`src/rtl/flptadder_pkg.sv`:
```
// Shared constants for the floating-point adder normalize/pack stage:
// default field widths, exponent bias/limits and the FSM state encoding.
package flptadder_pkg;

  localparam int EXP_W   = 5;
  localparam int FRAC_W  = 4;
  localparam int BIAS    = 15;
  localparam int EXP_MAX = (1 << EXP_W) - 1;

  localparam logic [1:0] ST_IDLE = 2'd0;
  localparam logic [1:0] ST_NORM = 2'd1;
  localparam logic [1:0] ST_DONE = 2'd2;

endpackage

```
`src/rtl/flptadder_asm_fixed_point_adder.sv`:
```
// Unsigned W-bit adder with carry-in; z holds the sum plus the carry-out bit.
module flptadder_asm_fixed_point_adder #(
  parameter int W = 5
) (
  input  logic [W-1:0] a,
  input  logic [W-1:0] b,
  input  logic         cin,
  output logic [W:0]   z
);

  assign z = {1'b0, a} + {1'b0, b} + {{W{1'b0}}, cin};

endmodule

```
`src/rtl/flptadder_normalize_pack.sv`:
```
// Normalizes the raw mantissa sum one bit per cycle and packs {sign, exp, frac},
// saturating on exponent overflow and flushing to +0 on underflow.
module flptadder_normalize_pack #(
  parameter int EXP_W  = flptadder_pkg::EXP_W,
  parameter int FRAC_W = flptadder_pkg::FRAC_W
) (
  input  logic                      clk,
  input  logic                      rst,
  input  logic                      in_valid,
  output logic                      in_ready,
  input  logic                      in_sign,
  input  logic [FRAC_W+1:0]         in_mantissa,
  input  logic [EXP_W-1:0]          in_exponent,
  output logic                      out_valid,
  input  logic                      out_ready,
  output logic [EXP_W+FRAC_W:0]     out_result,
  output logic                      out_overflow,
  output logic                      out_underflow,
  output logic                      out_zero
);

  import flptadder_pkg::*;

  localparam int M_W = FRAC_W + 2;
  localparam logic [EXP_W-1:0] L_EXP_MAX = {EXP_W{1'b1}};
  localparam logic [EXP_W-1:0] L_EXP_SAT = {{(EXP_W-1){1'b1}}, 1'b0};
  localparam logic [EXP_W-1:0] L_EXP_ONE = {{(EXP_W-1){1'b0}}, 1'b1};

  logic [1:0]               r_state;
  logic                     r_sign;
  logic [M_W-1:0]           r_mant;
  logic [EXP_W-1:0]         r_exp;
  logic [EXP_W+FRAC_W:0]    r_result;
  logic                     r_overflow;
  logic                     r_underflow;
  logic                     r_zero;

  logic                     w_isZero;
  logic                     w_carry;
  logic                     w_hidden;
  logic                     w_dec;
  logic [EXP_W-1:0]         w_adderB;
  logic                     w_adderCin;
  logic [EXP_W:0]           w_sum;
  logic                     w_incOverflow;

  assign w_isZero   = (r_mant == '0);
  assign w_carry    = r_mant[M_W-1];
  assign w_hidden   = r_mant[FRAC_W];
  assign w_dec      = ~w_carry & ~w_hidden;

  // One shared adder: +1 (b=0, cin=1) for carry, -1 (b=all-ones, cin=0) for left shift.
  assign w_adderB   = w_dec ? {EXP_W{1'b1}} : {EXP_W{1'b0}};
  assign w_adderCin = ~w_dec;

  flptadder_asm_fixed_point_adder #(
    .W(EXP_W)
  ) u_expAdder (
    .a  (r_exp),
    .b  (w_adderB),
    .cin(w_adderCin),
    .z  (w_sum)
  );

  assign w_incOverflow = (w_sum >= {1'b0, L_EXP_MAX});

  always_ff @(posedge clk or posedge rst) begin
    if (rst) begin
      r_state     <= ST_IDLE;
      r_sign      <= 1'b0;
      r_mant      <= '0;
      r_exp       <= '0;
      r_result    <= '0;
      r_overflow  <= 1'b0;
      r_underflow <= 1'b0;
      r_zero      <= 1'b0;
    end else begin
      case (r_state)
        ST_IDLE: begin
          if (in_valid) begin
            r_sign      <= in_sign;
            r_mant      <= in_mantissa;
            r_exp       <= in_exponent;
            r_result    <= '0;
            r_overflow  <= 1'b0;
            r_underflow <= 1'b0;
            r_zero      <= 1'b0;
            r_state     <= ST_NORM;
          end
        end

        ST_NORM: begin
          if (w_isZero) begin
            r_result <= '0;
            r_zero   <= 1'b1;
            r_state  <= ST_DONE;
          end else if (r_exp == L_EXP_MAX) begin
            r_result   <= {r_sign, L_EXP_SAT, {FRAC_W{1'b1}}};
            r_overflow <= 1'b1;
            r_state    <= ST_DONE;
          end else if (w_carry) begin
            // Right shift truncates: the new fraction is the old mantissa bits above bit 0.
            if (w_incOverflow) begin
              r_result   <= {r_sign, L_EXP_SAT, {FRAC_W{1'b1}}};
              r_overflow <= 1'b1;
            end else begin
              r_result <= {r_sign, w_sum[EXP_W-1:0], r_mant[FRAC_W:1]};
            end
            r_state <= ST_DONE;
          end else if (w_hidden) begin
            r_result <= {r_sign, r_exp, r_mant[FRAC_W-1:0]};
            r_state  <= ST_DONE;
          end else if (r_exp <= L_EXP_ONE) begin
            r_result    <= '0;
            r_underflow <= 1'b1;
            r_zero      <= 1'b1;
            r_state     <= ST_DONE;
          end else begin
            r_mant <= {r_mant[M_W-2:0], 1'b0};
            r_exp  <= w_sum[EXP_W-1:0];
          end
        end

        ST_DONE: begin
          if (out_ready) begin
            r_result    <= '0;
            r_overflow  <= 1'b0;
            r_underflow <= 1'b0;
            r_zero      <= 1'b0;
            r_state     <= ST_IDLE;
          end
        end

        default: begin
          r_state <= ST_IDLE;
        end
      endcase
    end
  end

  assign in_ready      = (r_state == ST_IDLE);
  assign out_valid     = (r_state == ST_DONE);
  assign out_result    = r_result;
  assign out_overflow  = r_overflow;
  assign out_underflow = r_underflow;
  assign out_zero      = r_zero;

endmodule

```
`config.mk`:
```
export PLATFORM = sky130hd
export DESIGN_NAME = flptadder_normalize_pack
export DESIGN_NICKNAME = d
export VERILOG_FILES = /design/src/rtl/flptadder_pkg.sv /design/src/rtl/flptadder_asm_fixed_point_adder.sv /design/src/rtl/flptadder_normalize_pack.sv
export SDC_FILE = /design/constraint.sdc
export NUM_CORES = 1
export LEC_CHECK = 0
export BUFFER_PORTS_ARGS = -buffer_cell sky130_fd_sc_hd__buf_4
export CORE_UTILIZATION = 25
export DETAILED_ROUTE_END_ITERATION = 10
export GPL_TIMING_DRIVEN = 0
export SLEW_MARGIN = 10
export SYNTH_ARGS = -nofsm -noshare
export SYNTH_HDL_FRONTEND = slang
export SYNTH_HIERARCHICAL = 1
export SYNTH_SLANG_ARGS = --single-unit
```
`constraint.sdc`:
```
create_clock -name clk -period 7.6 [get_ports clk]
set_input_delay 0.76 -clock clk [delete_from_list [all_inputs] [get_ports clk]]
set_output_delay 0.76 -clock clk [all_outputs]
set_load 0.05 [all_outputs]
```
# After elaboration in Yosys (flattened, before gate mapping)
# Cells that the tools add are included.
# op_classes
addsub	2
magnitude_cmp	2
eq_ne	18
n_mux	47
n_bitwise	4
n_reduce_logical	13
# op_table
operator	n
$mux 10	7
$mux 5	9
$pmux 10 s3	1
$mux 6	4
$ne 3x3->1 const B	6
$mux 2	7
$ne 2x2->1 const B	7
$reduce_and 7->1	2
$mux 1	12
$pmux 6 s2	1
$pmux 5 s2	1
$mux 9	1
$pmux 1 s3	3
$reduce_and 4->1	2
$reduce_and 8->1	1
$add 5x5->6	1
$add 6x1->6	1
$ge 6x5->1 const B	1
$logic_not 6->1	1
$ne 6x6->1 const B	1
$pmux 2 s3	1
$reduce_and 6->1	1
$eq 5x5->1 const B	1
$le 5x1->1 const B	1
11 further kinds	13
# word_totals
reg_bits	27
inputBits	16
output_inout_bits	15
wordCells	96

# Depth between registers and ports, before layout
# Gate-level depths: netlist (run 1).
# logic_depth
word_depth	11
ltp_mapped	13
mapped_depth_nobuf	13

# Modules after synthesis
# The synthesis (run 1) kept the hierarchy.
# modules_own_cells
mod	instances	cells_per_inst	area_each_um2	seq_area_each_um2
flptadder_normalize_pack	1	139	1447.6	675.6
flptadder_asm_fixed_point_adder	1	24	198.9	0.0

# Least setup slack after synthesis (run 1)
# Ideal clock, no wire load.
# synth_path
path_kind	flip-flop to flip-flop
startpoint	register r_mant[5]
endpoint	register r_result[6] (netlist: out_result[6])
setup_ns	0.121
arrival_ns	2.954
required_ns	7.479
setup_slack_ns	4.525
path_stages_with_launch	14
synth_period_minus_slack_ns	3.075
path_cell_list	dfrtp_1 nor2_2 inv_1 inv_1 fa_1 inv_1 fa_1 a21o_1 a21oi_2 xnor2_1 a31oi_1 o21ai_2 a221o_1 a22o_1
# synth_via
word_cells_on_any_way	15
classes_between	add/sub: 2; order compare: 1; eq/ne: 1; mux: 6; bitwise: 3; reduce/logical: 2
# synth_lines
item	line_no	rtl
from (decl)	flptadder_normalize_pack.sv:31	logic [M_W-1:0] r_mant;
from (signal assigned)	flptadder_normalize_pack.sv:82	r_mant <= in_mantissa;
from (signal assigned)	flptadder_normalize_pack.sv:119	r_mant <= {r_mant[M_W-2:0], 1'b0};
$not 1->1	flptadder_normalize_pack.sv:50	assign w_dec = ~w_carry & ~w_hidden;
$and 1x1->1	flptadder_normalize_pack.sv:50	
net w_dec	flptadder_normalize_pack.sv:41	logic w_dec;
$not 1->1	flptadder_normalize_pack.sv:54	assign w_adderCin = ~w_dec;
net w_adderCin	flptadder_normalize_pack.sv:43	logic w_adderCin;
$add 6x1->6	flptadder_asm_fixed_point_adder.sv:11	assign z = {1'b0, a} + {1'b0, b} + {{W{1'b0}}, cin};
net w_sum[4]	flptadder_normalize_pack.sv:44	logic [EXP_W:0] w_sum;
$ge 6x5->1	flptadder_normalize_pack.sv:65	assign w_incOverflow = (w_sum >= {1'b0, L_EXP_MAX});
$mux 9	flptadder_normalize_pack.sv:103	if (w_incOverflow) begin
$mux 10	flptadder_normalize_pack.sv:101	end else if (w_carry) begin
$mux 10	flptadder_normalize_pack.sv:97	end else if (r_exp == L_EXP_MAX) begin
$mux 10	flptadder_normalize_pack.sv:93	if (w_isZero) begin
$pmux 10 s3	flptadder_normalize_pack.sv:78	case (r_state)
to (signal assigned)	flptadder_normalize_pack.sv:98	r_result <= {r_sign, L_EXP_SAT, {FRAC_W{1'b1}}};
to (signal assigned)	flptadder_normalize_pack.sv:104	r_result <= {r_sign, L_EXP_SAT, {FRAC_W{1'b1}}};
to (signal assigned)	flptadder_normalize_pack.sv:107	r_result <= {r_sign, w_sum[EXP_W-1:0], r_mant[FRAC_W:1]};
to (decl)	flptadder_normalize_pack.sv:33	logic [EXP_W+FRAC_W:0] r_result;
# The timed path passes the listed nets, and every way through them passes these cells.
# A chain may end at the register's enable or synchronous reset.

# Worst setup path after layout (run 1)
# Same ends and word-level chain as after synthesis.

==> flow_summary.json, run 1 <==
{
  "seq_area_frac_synth_pct": 41.0,
  "yosysTopAreaCell": "dfrtp_1",
  "maxCapViolCount": 0,
  "path_common_cell": "inv_1",
  "syn_area_mm2": 0.00165,
  "finalMaxSlewViolations": 0,
  "p_leak_uw": 0.000942,
  "synth-async-reset-ratio_pct": 100,
  "cp.required_ns": 7.77,
  "period_share_pct": 46.8,
  "synth_common_cells": "dfrtp_1, nand2_1, inv_1",
  "cp-end-kind": "flop",
  "cts_tree": "done",
  "start_util_pct": 25.9,
  "rsz0062_at_grt": "no",
  "gr-usage-met2_pct": 18.9,
  "core-area_mm2": 0.00635,
  "p_per_area_mw_per_mm2": 526,
  "setup_tns_ns": 0,
  "die_area_mm2": 0.00691,
  "cp_max_fo": 12,
  "overflow": 0,
  "crit_start": "r_mant[5]$_DFFE_PP0P_",
  "path_cells": "nor2_2 > inv_1 > inv_1 > fa_1 > inv_1 > fa_1 > a21o_1 > a21oi_2 > xnor2_1 > a31oi_1 > o21ai_2 > a221o_1 > a22o_1",
  "setup_violations": 0,
  "hp-start": "out_result[3]$_DFFE_PP0P_",
  "grt_pass1_wl_um": 6560,
  "drt_pass1_iterations": 4,
  "h-tree-depth": 1,
  "clockBufferDepth": 2,
  "use_met1_pct": 16.6,
  "finalWorstPathRequiredPeriod_ns": 3.56,
  "fillerInstances": 660,
  "vias": 1318,
  "cts-buffers-inserted": 3,
  "worst_slack_ns": 4.04,
  "cts_resized": 0,
  "dieWidth_um": 83.2,
  "synth_area_leaders": "dfrtp_1, nand2_1, a22o_1",
  "dp_slack_ns": 4.04,
  "hold_viol": 0,
  "grt_pass1_vias": 1302,
  "synth_seq_cells": 27,
  "yosysTopAreaCellShare_pct": 41.0,
  "die_h_um": 83.2,
  "hold_buffers": 0,
  "viasPerCell": 4.81,
  "worst_path_max_delay_cell": "nor2_2",
  "post-dp-hpwl_um": 2960,
  "outcome": "finished clean",
  "clock_sinks": 27,
  "io_buffers": 30,
  "ant_nets": 0,
  "syn_inst": 163,
  "root_buffer": "clkbuf_8",
  "clk_latency_ns": 0.27,
  "postCtsSetupRepairBufs": 0,
  "detail_route.wirelength_um": 3900,
  "gr-max-usage-layer": "met2",
  "synthToLayoutAreaGrowth_pct": 22.5,
  "synthFlopType": "dfrtp_1",
  "worst_pin_slew_ns": 0.996,
  "grt_use_total_pct": 11.9,
  "yosysMostFrequentCell": "dfrtp_1",
  "ir_drop_uv": 137,
  "nets": 220,
  "max_freq_mhz": 281,
  "wl_per_cell_um": 14.2,
  "timing.slew.headroom_pct": 33.5,
  "row_count": 29,
  "cp_slowest_stage_delay_ns": 0.61,
  "gp_congestion": 0.800,
  "route.detailed.drc": 0,
  "drt-initial-drc-count": 77,
  "diodes": 0,
  "synth_cell_types": 47,
  "skew_ns": 0.00138,
  "drive_above_1_share_pct": 26.4,
  "hp-class": "flop to flop",
  "avgSynthCellArea_um2": 10.1,
  "critPathKind": "flop to flop",
  "io_pins": 31,
  "critical_path_arrival_ns": 3.73,
  "antenna_found_initial": 0,
  "grt_max_degree": 28,
  "use_met3_pct": 1.99,
  "cp-start-kind": "flop",
  "syn-num-nets": 185,
  "crit-reg2reg-launch": "r_mant[5]$_DFFE_PP0P_",
  "synth-edff-count": 0,
  "yosys_warnings": 6,
  "path_clk_slew_ns": 0.10
}
[final timing paths]
kind	endpoint	slack [ns]	cells after the start
min	out_result[3]$_DFFE_PP0P_	0.49	2
min in group asynchronous	r_state[1]$_DFFE_PP0P_	0.72	2
max in group asynchronous	out_result[3]$_DFFE_PP0P_	6.28	2
max reg2reg	out_result[6]$_DFFE_PP0P_	4.04	13
min reg2reg	out_result[3]$_DFFE_PP0P_	0.49	2
max	out_result[6]$_DFFE_PP0P_	4.04	13
[where the power goes]
part,internal [uW],switching [uW],leakage (uW)
Sequential,199,65.8,0.000349
Combinational,288,424,0.000571
Clock,37.2,46.6,0.0000217
[metrics by stage]
step	hold WS [ns]	total power (uW)	cells	instance area, um2	utilization (%)
after floorplan	0.481	813	163	1650	-
after global placement	0.472	978	270	1970	31.0
after CTS	0.499	1070	274	2020	31.8
after global routing	0.531	1160	274	2020	31.8
final	0.490	1060	274	2020	31.8
after detailed placement	0.476	986	270	1970	31.0
[layout make-up]
class | instances | area, um2 | share of cell area (%)
clock buffer | 3 | 41.3 | 2.05
timing repair buffer | 30 | 225 | 11.2
inverter | 10 | 37.5 | 1.86
tap | 77 | 96.3 | 4.78
multi-input combinational | 121 | 905 | 44.9
sequential | 27 | 676 | 33.5
clock inverter | 1 | 7.51 | 0.372
buffer | 5 | 28.8 | 1.43
[layout by cell type, fill, tap and decap left out, drive strengths merged, types with 3 or more instances in the layout]
cell | netlist | layout
a21oi | 3 | 3
a221o | 6 | 6
a22o | 7 | 7
a2bb2oi | 3 | 3
a31oi | 5 | 5
and3 | 3 | 3
buf | 3 | 33
clkbuf | 2 | 5
dfrtp | 27 | 27
ha | 4 | 4
inv | 10 | 10
mux2i | 6 | 6
nand2 | 26 | 26
nand2b | 3 | 3
nor2 | 8 | 8
nor2b | 3 | 3
nor4 | 3 | 3
o21a | 3 | 3
o21ai | 15 | 15
[sequential cells by signal, summed over array words and instances, names as in the netlist]
register and count:
out_overflow 1, out_result 10, r_exp 5, out_zero 1, r_mant 6, out_underflow 1
r_sign 1, r_state 2
[metal layers]
layer / up-vias / routed length, um / part of all wire (%)
met5: - / 0 / 0
met4: 0 / 46 / 1.2
met3: 4 / 193 / 5.0
met2: 30 / 1850 / 47
met1: 614 / 1810 / 46
li1: 670 / - / -
[critical path: cells and delay by family (launching register included)]
family | cells | cell delay, ns
DFF | 1 | 0.47
xor gates and xnor gates | 1 | 0.12
adders and majority gates | 2 | 0.58
AOI/OAI and AO/OA | 6 | 1.33
buffers and inverters | 3 | 0.35
and+or+nand+nor | 1 | 0.61
[logic make-up after synthesis]
logic type | Yosys count | synth area share (%)
mux | 7 | 4.33
simple gates | 52 | 15.7
buf+inv | 15 | 4.03
flops | 27 | 41.0
fa+ha+maj | 6 | 5.47
compound gates | 53 | 27.8
xor+xnor | 3 | 1.60
Note: power is estimated with default switching activity, not from simulation.
==> run 2: changes to the inputs <==
--- a/config.mk
+++ b/config.mk
@@ -5,6 +5,7 @@
 export SDC_FILE = /design/constraint.sdc
 export NUM_CORES = 1
 export LEC_CHECK = 0
+export ABC_AREA = 1
 export BUFFER_PORTS_ARGS = -buffer_cell sky130_fd_sc_hd__buf_4
 export CORE_UTILIZATION = 25
 export DETAILED_ROUTE_END_ITERATION = 10
==> constraint.sdc (replaced) <==
create_clock -name clk -period 3.28 [get_ports clk]
set_input_delay 0.328 -clock clk [delete_from_list [all_inputs] [get_ports clk]]
set_output_delay 0.328 -clock clk [all_outputs]
set_load 0.05 [all_outputs]
==> run 2 against run 1 <==
  * Critical path depth increased by 2
  * Cell area increased by 17%
  * Power grew to 2.6 times the previous value
  * Cell count grew 48%
  * First-iteration DRC count up 100%
  * Worst hold slack worse by 0.24 ns
  * Global-route usage grew 0.060 points
  * Area after synthesis up 19%
  * Synthesized cell count up 67%
  * Register-to-register slack got worse by 3.4 ns
==> flow_summary.json, run 2 <==
{
  "post-dp-hpwl_um": 3610,
  "nets": 329,
  "hold_viol": 0,
  "hp-class": "primary input to flop",
  "critPathKind": "flop to flop",
  "wl_per_cell_um": 11.5,
  "multi_input_area_mm2": 0.00112,
  "io_buffers": 30,
  "synth-async-reset-ratio_pct": 100,
  "h-tree-depth": 1,
  "detail_route.wirelength_um": 4650,
  "fillerInstances": 799,
  "clock_sinks": 27,
  "cts_tree": "done",
  "final_common_cell": "nand2_1",
  "max_freq_mhz": 373,
  "antenna_found_initial": 0,
  "die_h_um": 90.4,
  "drive_above_1_share_pct": 22.2,
  "finalWorstPathRequiredPeriod_ns": 2.68,
  "cp-end-kind": "flop",
  "avgSynthCellArea_um2": 7.19,
  "yosysTopAreaCellShare_pct": 34.6,
  "cp.required_ns": 3.49,
  "grt_pass1_vias": 1683,
  "viasPerCell": 4.46,
  "grt_pass1_wl_um": 8050,
  "maxCapViolCount": 0,
  "syn_area_mm2": 0.00195,
  "gp_congestion": 0.817,
  "drt-initial-drc-count": 155,
  "route.detailed.drc": 0,
  "worst_pin_slew_ns": 1.02,
  "syn-num-nets": 294,
  "row_count": 31,
  "largest_reg_flops": 10,
  "synthToLayoutAreaGrowth_pct": 20.2,
  "crit_family": "simple AND/OR/NAND/NOR gates",
  "syn_inst": 272,
  "cts-buffers-inserted": 3,
  "worst_slack_ns": 0.598,
  "period_share_pct": 81.8,
  "dieWidth_um": 90.4,
  "layout_common_cells": "nand2_1, buf_4, nand3_1",
  "dpl.cell_count": 401,
  "cts_resized": 0,
  "drt_pass1_iterations": 4,
  "synth_seq_cells": 27,
  "clockBufferDepth": 2,
  "finalMaxSlewViolations": 0,
  "synth-edff-count": 0,
  "final_cell_area_mm2": 0.00235,
  "die_area_mm2": 0.00817,
  "hold_buffers": 0,
  "synthFlopType": "dfrtp_1",
  "whs_ns": 0.247,
  "yosysTopAreaCell": "dfrtp_1",
  "p_per_area_mw_per_mm2": 1170,
  "outcome": "finished clean",
  "final_cells": 405,
  "worst_path_max_delay_cell": "dfrtp_1",
  "path_clk_slew_ns": 0.09,
  "p_leak_uw": 0.00127,
  "io_pins": 31,
  "start_util_pct": 26.4,
  "critical_path_arrival_ns": 2.89,
  "vias": 1806,
  "cp-start-kind": "flop",
  "seq_area_um2": 676,
  "synth_area_leaders": "dfrtp_1, nand2_1, nand3_1",
  "path_common_cell": "nand2_1",
  "ant_nets": 0,
  "setup_violations": 0,
  "cp_slowest_stage_delay_ns": 0.47,
  "worst-path-buf-inv": 2,
  "path_cells": "nor2_8 > inv_1 > fa_1 > inv_1 > fa_1 > nand2_1 > nand2_1 > nand3_1 > nand2_1 > nand2_1 > nor2_1 > nand2_4 > nand3_2 > nand3_2 > a21oi_2",
  "skew_ns": 0.00555,
  "rsz0062_at_grt": "no",
  "root_buffer": "clkbuf_8",
  "cp_max_fo": 15,
  "grt_max_degree": 28,
  "clk_latency_ns": 0.27,
  "postCtsSetupRepairBufs": 0,
  "ir_drop_uv": 252,
  "dpl_cell_area_mm2": 0.00230,
  "dp_slack_ns": 0.648,
  "yosys_warnings": 6,
  "grt_use_total_pct": 12.0,
  "core-area_mm2": 0.00741,
  "setup_tns_ns": 0,
  "synth_common_cells": "nand2_1, nand3_1, dfrtp_1, inv_1, nor2_1",
  "diodes": 0,
  "yosysMostFrequentCell": "nand2_1",
  "timing.slew.headroom_pct": 32.1,
  "overflow": 0,
  "seq_area_frac_synth_pct": 34.6,
  "synth_cell_types": 30
}
-- run 2: changes by cell type after synthesis, sizes merged, moves of 7 or more --
cell / previous run / this run
a22o: 7 / 0
inv: 10 / 23
nand2: 26 / 118
nand3: 1 / 35
nand4: 0 / 10
nor2: 8 / 19
-- run 2: path summary, 6_finish.rpt --
kind | start | endpoint | slack [ns] | cells after the start
worst min-delay path | in_sign | r_sign$_DFFE_PP0P_ | 0.25 | 3
worst min register to register | out_result[1]$_DFFE_PP0P_ | out_result[1]$_DFFE_PP0P_ | 0.48 | 2
min in group asynchronous | rst | out_result[0]$_DFFE_PP0P_ | 0.29 | 2
max in group asynchronous | rst | r_mant[5]$_DFFE_PP0P_ | 2.37 | 2
worst max-delay path | r_mant[5]$_DFFE_PP0P_ | out_overflow$_DFFE_PP0P_ | 0.60 | 15
worst max register to register | r_mant[5]$_DFFE_PP0P_ | out_overflow$_DFFE_PP0P_ | 0.60 | 15
-- run 2: area by class of cell --
cell class | instances | share of cell area (%)
Clock buffer | 3 | 1.76
Buffer | 8 | 2.18
Tap cell | 99 | 5.27
Multi-Input combinational cell | 211 | 47.8
Timing Repair Buffer | 30 | 9.58
Inverter | 26 | 4.42
Sequential cell | 27 | 28.8
Clock inverter | 1 | 0.213
-- run 2: stage by stage --
stage | power (uW) | util (%)
6_report | 2740 | 31.7
5_1_grt | 3010 | 31.7
4_1_cts | 2760 | 31.7
3_5_place_dp | 2560 | 31.1
3_3_place_gp | 2520 | 31.1
2_1_floorplan | 2110 | -
-- run 2: metal layers --
metal	global-route usage, %	vias to the layer above	share of wire, %
li1	-	935	-
met1	18.1	820	52
met2	17.8	51	42
met3	2.69	0	5.7
met4	1.21	0	0
met5	0	-	0
-- run 2: cells by family (layout without fill, tap and decap cells) --
group                      Yosys count  count (layout)  share of synthesized area, %
and+or+nand+nor                    182             182                          44.4
buffers and inverters               34              68                          7.94
DFF                                 27              27                          34.6
AOI/OAI and AO/OA                   22              22                          8.07
adders and majority gates            6               6                          4.61
xor gates and xnor gates             1               1                         0.448
-- run 2: where the power goes --
part | internal [uW] | switching [uW] | total, uW
sequential | 470 | 151 | 621
clock | 85.2 | 107 | 192
combinational | 660 | 1270 | 1930
total | 1220 | 1520 | 2740
-- run 2: worst min-delay path, cell delays in order --
cell and delay (ns):
buf_4 0.08, nand2_1 0.04, nand2_1 0.04
==> run 3: changes to the inputs <==
--- a/config.mk
+++ b/config.mk
@@ -5,7 +5,7 @@
 export SDC_FILE = /design/constraint.sdc
 export NUM_CORES = 1
 export LEC_CHECK = 0
-export ABC_AREA = 1
+export ABC_AREA = 0
 export BUFFER_PORTS_ARGS = -buffer_cell sky130_fd_sc_hd__buf_4
 export CORE_UTILIZATION = 25
 export DETAILED_ROUTE_END_ITERATION = 10
==> constraint.sdc (replaced) <==
create_clock -name clk -period 2.3 [get_ports clk]
set_input_delay 0.23 -clock clk [delete_from_list [all_inputs] [get_ports clk]]
set_output_delay 0.23 -clock clk [all_outputs]
set_load 0.05 [all_outputs]
==> run 3 against run 2 <==
  * The flow now finishes with violations (negative setup slack)
  * First-iteration DRC count down 28%
  * Cell area down 1.5%
  * Critical path depth down 4
  * Die area down 15%
  * Sequential cell count unchanged
  * Via count down 20%
  * Routed wire length down 5.3%
  * Fmax down 3.7%
  * Worst hold slack worse by 0.087 ns
  * Cell count down 27%
  * Non-clock buffer count up 16
  * Critical endpoint is now out_result[6]$_DFFE_PP0P_
==> flow_summary.json, run 3 (synthesis gave the netlist of run 1 again) <==
{
  "critPathKind": "flop to flop",
  "gp_congestion": 0.795,
  "cp_slowest_stage_delay_ns": 0.45,
  "path_clk_slew_ns": 0.10,
  "met3_length_um": 271,
  "critical_path_arrival_ns": 2.97,
  "worst_path_max_delay_cell": "fa_2",
  "grt_max_degree": 28,
  "ant_nets": 0,
  "drt_pass1_iterations": 4,
  "cp-start-kind": "flop",
  "h-tree-depth": 1,
  "period_share_pct": 121,
  "largest_reg_flops": 10,
  "start_util_pct": 25.9,
  "finalWorstPathRequiredPeriod_ns": 2.79,
  "skew_ns": 0.00868,
  "cts_tree": "done",
  "viasPerCell": 4.93,
  "setup_tns_ns": -4.18,
  "hp-class": "primary input to flop",
  "clockBufferDepth": 2,
  "final_common_cell": "buf_4",
  "io_pins": 31,
  "dpl.cell_count": 270,
  "drive_above_1_share_pct": 42.4,
  "cts-buffers-inserted": 3,
  "cp-end-kind": "flop",
  "clock_sinks": 27,
  "violations": "negative setup slack",
  "grt_use_total_pct": 13.7,
  "outcome": "finished, violations left",
  "worst_slack_ns": -0.486,
  "max_freq_mhz": 359,
  "vias": 1448,
  "core-area_mm2": 0.00635,
  "io_buffers": 30,
  "setup_violations": 10,
  "whs_ns": 0.160,
  "antenna_found_initial": 0,
  "synthToLayoutAreaGrowth_pct": 40.6,
  "finalMaxSlewViolations": 0,
  "overflow": 0,
  "clk_latency_ns": 0.28,
  "timing.slew.headroom_pct": 30.2,
  "drt-initial-drc-count": 112,
  "cp.required_ns": 2.48,
  "layout_common_cells": "buf_4, dfrtp_1, nand2_1",
  "wl_met1_um": 1970,
  "detail_route.wirelength_um": 4410,
  "dp_slack_ns": -0.854,
  "root_buffer": "clkbuf_8",
  "diodes": 0,
  "rsz0062_at_grt": "yes",
  "post-dp-hpwl_um": 3010,
  "final_cells": 294,
  "hold_viol": 0,
  "maxCapViolCount": 0,
  "die_h_um": 83.2,
  "wl_met2_um": 2110,
  "wl_per_cell_um": 15.0,
  "die_area_mm2": 0.00691,
  "grt_pass1_wl_um": 7510,
  "worst_pin_slew_ns": 1.05,
  "nets": 240,
  "path_cells": "nor2_4 > buf_6 > inv_2 > fa_2 > inv_2 > fa_2 > and3_4 > a31oi_4 > o21ai_4 > a221o_1 > a22o_1",
  "row_count": 29,
  "dieWidth_um": 83.2,
  "grt_pass1_vias": 1505,
  "cp_max_fo": 5,
  "highest_layer": "met4",
  "route.detailed.drc": 0
}
[run 3: changes by cell type in the layout (fill, tap and decap cells not counted), moves of 7 or more]
cell and change:
nand2_1 -88, inv_1 -14, buf_4 +13, nand3_1 -30, nor2_1 -9, a22o_1 +7, nand4_1 -9
[run 3: layout make-up]
class / count / area [um2]
clock inverter: 1 / 7.51
multi-input combinational: 122 / 1040
buffer: 5 / 28.8
fill: 647 / 4040
tap: 77 / 96.3
sequential: 27 / 678
clock buffer: 3 / 41.3
inverter: 10 / 37.5
timing repair buffer: 49 / 383
[run 3: path summary, 6_finish.rpt]
check / cells past startpoint / slack [ns] / startpoint / end
max in group asynchronous: 2 / 1.40 / rst / r_mant[5]$_DFFE_PP0P_
max reg2reg: 11 / -0.49 / r_mant[5]$_DFFE_PP0P_ / out_result[6]$_DFFE_PP0P_
max: 11 / -0.49 / r_mant[5]$_DFFE_PP0P_ / out_result[6]$_DFFE_PP0P_
min in group asynchronous: 2 / 0.20 / rst / out_result[4]$_DFFE_PP0P_
min reg2reg: 2 / 0.49 / out_result[3]$_DFFE_PP0P_ / out_result[3]$_DFFE_PP0P_
min: 3 / 0.16 / in_mantissa[5] / r_mant[5]$_DFFE_PP0P_
[run 3: per-layer routing]
layer / GRT usage [%] / vias up
li1: - / 713
met1: 18.1 / 686
met2: 23.1 / 45
met3: 2.68 / 4
met4: 3.45 / 0
met5: 0 / -
[run 3: metrics by stage]
stage          instance area [um2]  utilization (%)
2_1_floorplan                 1670                -
3_3_place_gp                  1990             31.4
3_5_place_dp                  1990             31.4
4_1_cts                       2300             36.2
5_1_grt                       2310             36.5
6_report                      2310             36.5
[run 3: critical path: cells and delay by family (launching register included)]
kind,cells,cell delay (ns)
flops,1,0.43
buf+inv,3,0.25
fa+ha+maj,2,0.82
compound gates,4,0.82
simple gates,2,0.37
[run 3: what timing repair did]
item | in CTS | in global routing
setup buffers | 24 | 1
hold endpoints to repair | 0 | 0
endpoints found under the setup margin | 12 | 13
resized for setup | 17 | 9
cloned | 1 | 0
pin swaps | 12 | 3
hold buffers | 0 | 0
Power of run 3 is left out: the tool's default activity adds up to more than one toggle a clock period on the data nets, which glitch-free logic cannot reach.
